`config.mk`:
```
export PLATFORM = sky130hd
export DESIGN_NAME = alu_result_fifo_flat
export DESIGN_NICKNAME = d
export VERILOG_FILES = /design/src/rtl/alu_result_fifo_if.sv /design/src/rtl/alu_result_fifo.sv /design/src/flat_wrapper.sv
export SDC_FILE = /design/constraint.sdc
export NUM_CORES = 1
export LEC_CHECK = 0
export ABC_AREA = 1
export CAP_MARGIN = 20
export CORE_MARGIN = 2
export CORE_UTILIZATION = 45
export CTS_CLUSTER_DIAMETER = 40
export DETAILED_ROUTE_END_ITERATION = 6
export PLACE_DENSITY = 0.7
export SYNTH_ARGS = -nofsm -noshare
export SYNTH_HDL_FRONTEND = slang
export SYNTH_SLANG_ARGS = --single-unit
```
`constraint.sdc`:
```
create_clock -name clk -period 2.1 [get_ports clk]
set_clock_uncertainty 0.2 [all_clocks]
set_input_delay 0.42 -clock clk [delete_from_list [all_inputs] [get_ports clk]]
set_output_delay 0.42 -clock clk [all_outputs]
set_load 0.02 [all_outputs]
```
`src/rtl/alu_result_fifo_if.sv`:
```
// ---------------------------------------------------------------------------
// alu_result_fifo_if
// Purpose : Bundles the producer (ALU) and consumer (display/register-file)
//           handshakes of alu_result_fifo into a single interface.
// Params  : N     - ALU result width
//           DEPTH - FIFO depth (sizes the occupancy count)
// Signals : in_valid/in_result/in_flags/in_ready   - write side (valid/ready)
//           out_valid/out_result/out_flags/out_ready - read side (valid/ready)
//           count                                  - occupied entries
//           clr_sticky/sticky_cv                   - only with STICKY_FLAGS_EN
// Modports: slave  - the FIFO itself
//           master - the environment driving the FIFO (ALU + consumer)
// ---------------------------------------------------------------------------
interface alu_result_fifo_if #(
    parameter int N     = 4,
    parameter int DEPTH = 4
);
    localparam int CW = $clog2(DEPTH) + 1;

    logic          in_valid;
    logic [N-1:0]  in_result;
    logic [3:0]    in_flags;
    logic          in_ready;
    logic          out_valid;
    logic [N-1:0]  out_result;
    logic [3:0]    out_flags;
    logic          out_ready;
    logic [CW-1:0] count;
`ifdef STICKY_FLAGS_EN
    logic          clr_sticky;
    logic [1:0]    sticky_cv;
`endif

    modport slave (
        input  in_valid, in_result, in_flags, out_ready,
`ifdef STICKY_FLAGS_EN
        input  clr_sticky,
        output sticky_cv,
`endif
        output in_ready, out_valid, out_result, out_flags, count
    );

    modport master (
        output in_valid, in_result, in_flags, out_ready,
`ifdef STICKY_FLAGS_EN
        output clr_sticky,
        input  sticky_cv,
`endif
        input  in_ready, out_valid, out_result, out_flags, count
    );
endinterface

```
`src/rtl/alu_result_fifo.sv`:
```
// ---------------------------------------------------------------------------
// alu_result_fifo
// Purpose : First-word-fall-through FIFO buffering ALU results together with
//           their NZCV flags ({result, flags}, flags = [3]N [2]Z [1]C [0]V).
//           Decouples the ALU from the display/register-file consumer.
// Params  : N (result width), DEPTH (entries, power of two, >= 2)
// Ports   : clk  - single clock, rising edge
//           rst  - asynchronous reset, active-high
//           bus  - alu_result_fifo_if.slave (write/read handshakes, count)
// Options : STICKY_FLAGS_EN - adds clr_sticky/sticky_cv: accumulates the C and
//           V flags of every pushed entry until cleared.
// ---------------------------------------------------------------------------
module alu_result_fifo #(
    parameter int N     = 4,
    parameter int DEPTH = 4
) (
    input  logic              clk,
    input  logic              rst,
    alu_result_fifo_if.slave  bus
);
    localparam int AW = $clog2(DEPTH);
    localparam int CW = AW + 1;

    typedef enum logic [1:0] {
        EMPTY   = 2'd0,
        PARTIAL = 2'd1,
        FULL    = 2'd2
    } state_t;

    logic [N+3:0]  r_mem [DEPTH];
    logic [AW-1:0] r_wr_ptr;
    logic [AW-1:0] r_rd_ptr;
    logic [CW-1:0] r_count;
    state_t        r_state;
    state_t        w_state_next;

    logic          w_in_ready;
    logic          w_out_valid;
    logic          w_push;
    logic          w_pop;

    assign w_push = bus.in_valid & w_in_ready;
    assign w_pop  = w_out_valid & bus.out_ready;

    // Storage carries no reset so it can map onto RAM resources.
    always_ff @(posedge clk) begin
        if (w_push) begin
            r_mem[r_wr_ptr] <= {bus.in_result, bus.in_flags};
        end
    end

    // Pointers wrap modulo DEPTH through natural AW-bit overflow.
    always_ff @(posedge clk or posedge rst) begin
        if (rst) begin
            r_wr_ptr <= '0;
            r_rd_ptr <= '0;
            r_count  <= '0;
        end else begin
            if (w_push) begin
                r_wr_ptr <= r_wr_ptr + 1'b1;
            end
            if (w_pop) begin
                r_rd_ptr <= r_rd_ptr + 1'b1;
            end
            if (w_push && !w_pop) begin
                r_count <= r_count + 1'b1;
            end else if (w_pop && !w_push) begin
                r_count <= r_count - 1'b1;
            end
        end
    end

    // FSM: state register
    always_ff @(posedge clk or posedge rst) begin
        if (rst) begin
            r_state <= EMPTY;
        end else begin
            r_state <= w_state_next;
        end
    end

    // FSM: next-state logic; the state mirrors the occupancy count.
    always_comb begin
        w_state_next = r_state;
        case (r_state)
            EMPTY: begin
                if (w_push) begin
                    w_state_next = PARTIAL;
                end
            end
            PARTIAL: begin
                if (w_push && !w_pop && (r_count == CW'(DEPTH - 1))) begin
                    w_state_next = FULL;
                end else if (w_pop && !w_push && (r_count == CW'(1))) begin
                    w_state_next = EMPTY;
                end
            end
            FULL: begin
                if (w_pop) begin
                    w_state_next = PARTIAL;
                end
            end
            default: w_state_next = EMPTY;
        endcase
    end

    // FSM: outputs. in_ready ignores out_ready: a full FIFO never passes
    // a new entry through, even while the head is being consumed.
    always_comb begin
        w_in_ready  = 1'b1;
        w_out_valid = 1'b0;
        case (r_state)
            EMPTY: begin
                w_in_ready  = 1'b1;
                w_out_valid = 1'b0;
            end
            PARTIAL: begin
                w_in_ready  = 1'b1;
                w_out_valid = 1'b1;
            end
            FULL: begin
                w_in_ready  = 1'b0;
                w_out_valid = 1'b1;
            end
            default: begin
                w_in_ready  = 1'b1;
                w_out_valid = 1'b0;
            end
        endcase
    end

    assign bus.in_ready  = w_in_ready;
    assign bus.out_valid = w_out_valid;
    assign bus.count     = r_count;

    // Fall-through head; forced to zero while empty so stale storage
    // never leaks onto the output.
    assign {bus.out_result, bus.out_flags} = w_out_valid ? r_mem[r_rd_ptr] : '0;

`ifdef STICKY_FLAGS_EN
    logic [1:0] r_sticky_cv;

    // Clear takes priority over accumulation from a same-cycle push.
    always_ff @(posedge clk or posedge rst) begin
        if (rst) begin
            r_sticky_cv <= 2'b00;
        end else if (bus.clr_sticky) begin
            r_sticky_cv <= 2'b00;
        end else if (w_push) begin
            r_sticky_cv <= r_sticky_cv | bus.in_flags[1:0];
        end
    end

    assign bus.sticky_cv = r_sticky_cv;
`endif

endmodule

```
`src/flat_wrapper.sv`:
```
// flat-port wrapper written by rule: the top's interface ports become plain ports
module alu_result_fifo_flat 
#(
    parameter int N     = 4,
    parameter int DEPTH = 4
)
  (clk, rst, bus_in_valid, bus_in_result, bus_in_flags, bus_out_ready, bus_in_ready, bus_out_valid, bus_out_result, bus_out_flags, bus_count);
  alu_result_fifo_if #(.N(N), .DEPTH(DEPTH)) bus_i ();
  input  logic clk;
  input  logic rst;
  input wire logic [$bits(bus_i.in_valid)-1:0] bus_in_valid;
  input wire logic [$bits(bus_i.in_result)-1:0] bus_in_result;
  input wire logic [$bits(bus_i.in_flags)-1:0] bus_in_flags;
  input wire logic [$bits(bus_i.out_ready)-1:0] bus_out_ready;
  output wire logic [$bits(bus_i.in_ready)-1:0] bus_in_ready;
  output wire logic [$bits(bus_i.out_valid)-1:0] bus_out_valid;
  output wire logic [$bits(bus_i.out_result)-1:0] bus_out_result;
  output wire logic [$bits(bus_i.out_flags)-1:0] bus_out_flags;
  output wire logic [$bits(bus_i.count)-1:0] bus_count;
  assign bus_i.in_valid = bus_in_valid;
  assign bus_i.in_result = bus_in_result;
  assign bus_i.in_flags = bus_in_flags;
  assign bus_i.out_ready = bus_out_ready;
  assign bus_in_ready = bus_i.in_ready;
  assign bus_out_valid = bus_i.out_valid;
  assign bus_out_result = bus_i.out_result;
  assign bus_out_flags = bus_i.out_flags;
  assign bus_count = bus_i.count;
  alu_result_fifo #(.N(N), .DEPTH(DEPTH)) u_core (.clk(clk), .rst(rst), .bus(bus_i));
endmodule
```
== Word level (Yosys, flattened, before mapping) ==
Memory sizes are Yosys's and may differ from the RTL's.
Cells that the tools add are included.
Storage, ports and cells
  flip-flop bits (word level): 9
  memory bits (writable): 32
  output and inout bits: 13
  memories kept: 1
Cells by class
  $add $sub $neg: 4
  eq/ne operators: 7
  mux-type cells: 12
  bitwise gates (word level): 2
  reductions and logical operators: 10
Memory list
  u_core.r_mem: words 4, bits a word 8, rd ports 1, clocked after Yosys merged registers in 0, wr ports 1, RTL line alu_result_fifo.sv:30  | logic [N+3:0] r_mem [DEPTH];
Operators with widths (number)
  2-bit two-way mux: 4
  8-bit two-way mux: 1
  3-bit two-way mux: 2
  2-bit case mux with 3 select lines: 1
  2-bit by 1-bit adder with 2-bit output (second input constant): 2
  1-bit logical AND: 4
  1-bit two-way mux: 4
  2-bit by 1-bit inequality test with 1-bit output (second input constant): 2
  3-bit by 1-bit adder with 3-bit output (second input constant): 1
  3-bit by 1-bit equality test with 1-bit output (second input constant): 1
  3-bit by 2-bit equality test with 1-bit output (second input constant): 1
  3-bit by 1-bit inequality test with 1-bit output (second input constant): 1
  3-bit AND reduction: 1
  3-bit by 1-bit subtractor with 3-bit output (second input constant): 1
  1-bit bitwise AND: 2
  2-bit by 1-bit equality test with 1-bit output (second input constant): 1
  2-bit equality test (second input constant): 1
  1-bit zero test: 2
  2-bit zero test: 1
  2-bit nonzero test: 1
  2-bit OR reduction: 1

== Depth between registers and ports, before layout ==
  word-level depth: 9
  gate-level depth with buffers: 11
  mapped depth without buffers: 11

== Least setup slack after synthesis ==
Ideal clock, no wire load.
  path type: register to output
  from: register u_core.r_state[0]
  to: output bus_out_flags[1]
  arrival: 1.358 ns
  required time: 1.480 ns
  path slack: 0.122 ns
  stages on the path, launching flop included: 5
  path through: dfrtp_1 -> inv_1 -> ha_1 -> inv_1 -> a21oi_1
On the way
  word-level cells in the longest chain between the ends: 4
Ends and longest elaborated chain
  start, declared: RTL line alu_result_fifo.sv:34  | state_t r_state;
  start signal, assigned: RTL line alu_result_fifo.sv:78  | r_state <= w_state_next;
  2-bit by 1-bit equality test with 1-bit output or 2-bit equality test (tied branches): RTL line alu_result_fifo.sv:112  | case (r_state)
  2-bit OR reduction (no line) (*)
  1-bit two-way mux (*): RTL line alu_result_fifo.sv:112
  via bus_out_valid: RTL line flat_wrapper.sv:16  | output wire logic [$bits(bus_i.out_valid)-1:0] bus_out_valid;
  8-bit two-way mux (*): RTL line alu_result_fifo.sv:138  | assign {bus.out_result, bus.out_flags} = w_out_valid ? r_mem[r_rd_ptr] : '0;
  end, declared: RTL line flat_wrapper.sv:18  | output wire logic [$bits(bus_i.out_flags)-1:0] bus_out_flags;
Mark *: on every way through the listed nets, which the timed path passes. The rest lies on a longest branch.

== Worst setup path in the final report ==
  from: register u_core.r_rd_ptr[0]
  to: output bus_out_flags[2]
On the way
  word-level cells in the longest chain between the ends: 2
Ends and longest elaborated chain
  start, declared: RTL line alu_result_fifo.sv:32  | logic [AW-1:0] r_rd_ptr;
  start signal, assigned: RTL line alu_result_fifo.sv:63  | r_rd_ptr <= r_rd_ptr + 1'b1;
  memory 4 x 8 bit
  8-bit two-way mux: RTL line alu_result_fifo.sv:138
Every way passes these cells.

==> results.sh <==
export IMPL_fp_coreArea_um2=4320
export IMPL_grt_pass1_vias=1310
export IMPL_grt_max_degree=18
export IMPL_p_leak_uw=0.00116
export IMPL_num_rows=24
export IMPL_maxCapViolCount=0
export IMPL_gp_congestion=0.753
export IMPL_die_w_um=71.0
export IMPL_io_buffers=24
export IMPL_numCtsBuffers=5
export IMPL_fillers=378
export IMPL_ant_nets=0
export IMPL_most_common_layout_cells="54 x nand2_1, 34 x inv_1, 32 x edfxtp_1"
export IMPL_clockRootBuffer="clkbuf_8"
export IMPL_power_density_nw_per_um2=1350
export IMPL_detail_route_wl_per_cell_um=11.8
export IMPL_vias=1365
export IMPL_crit_arrival_ps=1420
export IMPL_clkLatencyLatePin_ps=290
export IMPL_status="completed"
export IMPL_via_per_inst=4.63
export IMPL_mostFrequentLayoutCell="nand2_1"
export IMPL_dieArea_um2=5040
export IMPL_cp_max_fo=10
export IMPL_fin_crit_sh=0.972
export IMPL_holdWs_ps=184
export IMPL_fin_nets=268
export IMPL_drt_iter0_drc=73
export IMPL_syn_inst=200
export IMPL_synth_flop_cell="edfxtp_1"
export IMPL_final_core_util=0.574
export IMPL_setup_viol=0
export IMPL_cts_sinks=41
export IMPL_die_h_um=71.0
export IMPL_min_period_ps=2040
export IMPL_synth_avg_cell_area_um2=10.1
export IMPL_ys_ff_latch=41
export IMPL_cts_tree="yes"
export IMPL_syn_nets=226
export IMPL_routed_wl_mm=3.48
export IMPL_grt_pass1_wl_mm=5.96
export IMPL_antennaDiodeCount=0
export IMPL_end_kind="primary output"
export IMPL_postCtsSetupBuffers=0
export IMPL_initial_core_util=0.467
export IMPL_hold_viol_final=0
export IMPL_track_usage=0.160
export IMPL_synthDistinctLibCells=19
export IMPL_antenna_found_initial=0
export IMPL_peakVddDrop_mv=0.684
export IMPL_maxSlewHeadroom=0.762
export IMPL_drive_gt1_frac=0.218
export IMPL_worstSetupPathType="reg -> out"
export IMPL_ys_warn_count=0
export IMPL_pin_count=25
export IMPL_total_power_uw=3350
export IMPL_grt_overflow_total=0
export IMPL_syn_cell_area_um2=2020
export IMPL_area_delta_synth_final_pct=23.0
export IMPL_dr_pass1_iters=4
export IMPL_critPathLaunchType="flop"
export IMPL_pre_cts_slack_ps=-195
export IMPL_clk_path_buf_depth=2
export IMPL_synth_seq_area_share=0.587
export IMPL_cts_hold_buf=0
export IMPL_required_ps=1480
export IMPL_clkTransAtPathRegs_ps=80
export IMPL_htree_levels=2
export IMPL_dp_hpwl_mm=2.42
export IMPL_fmax_mhz=490
export IMPL_drv_slew=0
export IMPL_setup_ws_ps=59.2
export IMPL_synth_enable_flop_cells=32
export IMPL_worst_pin_slew_ps=357
export IMPL_drc=0
export IMPL_hold_class="in -> async"
export IMPL_rsz0062_at_grt="true"
export IMPL_ys_async_sr_fraction=0.220
[where the power goes]
group / internal [uW] / total, uW / switching, uW
registers: 1100 / 1200 / 100
logic: 665 / 1660 / 993
clock network: 229 / 496 / 267
[through the flow]
stage | instances | area, um2 | setup TNS, ps
2_1_floorplan | 200 | 2020 | 0
3_3_place_gp | 287 | 2390 | -980
3_5_place_dp | 287 | 2390 | -1330
4_1_cts | 295 | 2450 | 0
5_1_grt | 295 | 2480 | -13.9
6_report | 295 | 2480 | 0
[cell usage after synthesis, types with 2 or more instances]
master,number,area [um2]
dfrtp_1,9,225
edfxtp_1,32,961
nand2_1,54,203
nand3_1,11,55.1
o21ai_0,5,25.0
xor2_1,3,26.3
ha_1,14,175
nand2_2,9,56.3
a21oi_1,10,50.1
inv_2,2,7.51
nor2_1,8,30.0
inv_1,36,135
[path summary, 6_finish.rpt]
kind                                             to  cells after the start  slack (ps)           startpoint
max in group asynchronous        u_core.r_rd_ptr[0]                      2        1240                  rst
worst max register to register  u_core.bus.count[2]                     12         140    u_core.r_state[0]
worst min-delay path            u_core.bus.count[1]                      2         180                  rst
min in group clk                u_core.bus.count[1]                      2         340  u_core.bus.count[1]
worst max-delay path               bus_out_flags[2]                      5          60   u_core.r_rd_ptr[0]
worst min register to register  u_core.bus.count[1]                      2         340  u_core.bus.count[1]
[cell families (layout without fill, tap and decap cells)]
logic type | Yosys count | in the layout | synth area share
DFF | 41 | 41 | 0.587
xor gates and xnor gates | 4 | 4 | 0.0174
buffers and inverters | 43 | 86 | 0.0967
adders and majority gates | 14 | 14 | 0.0867
and+or+nand+nor | 82 | 82 | 0.170
AOI/OAI and AO/OA | 16 | 16 | 0.0415
[worst max-delay path, cell delays in order (launching register included)]
cell	delay, ps
dfrtp_2	450
buf_4	190
nand2_1	80
nand3_1	100
a21oi_1	160
buf_4	160
[registers in the layout (all words and copies together) (netlist names)]
register / count
u_core.r_mem: 32
u_core.bus.count: 3
u_core.r_state: 2
u_core.r_rd_ptr: 2
u_core.r_wr_ptr: 2
[routing by layer]
| metal | global-route usage | vias up | wire length (um) |
|---|---|---|---|
| li1 | - | 712 | - |
| met1 | 0.200 | 621 | 1530 |
| met2 | 0.253 | 25 | 1690 |
| met3 | 0.0442 | 7 | 170 |
| met4 | 0.0860 | 0 | 85 |
| met5 | 0 | - | 0 |
[cell type report]
class	count	area [um2]	area share
sequential	41	1190	0.478
inverter	39	154	0.0620
clock buffer	5	68.8	0.0277
multi-input combinational	116	668	0.269
clock inverter	3	17.5	0.00705
timing repair buffer	39	323	0.130
tap	52	65.1	0.0262
[timing repair]
action,CTS,global route
setup endpoints to repair,10,11
gates resized for setup,39,14
gates cloned,0,0
No activity file was read; power rests on OpenSTA's default activity.
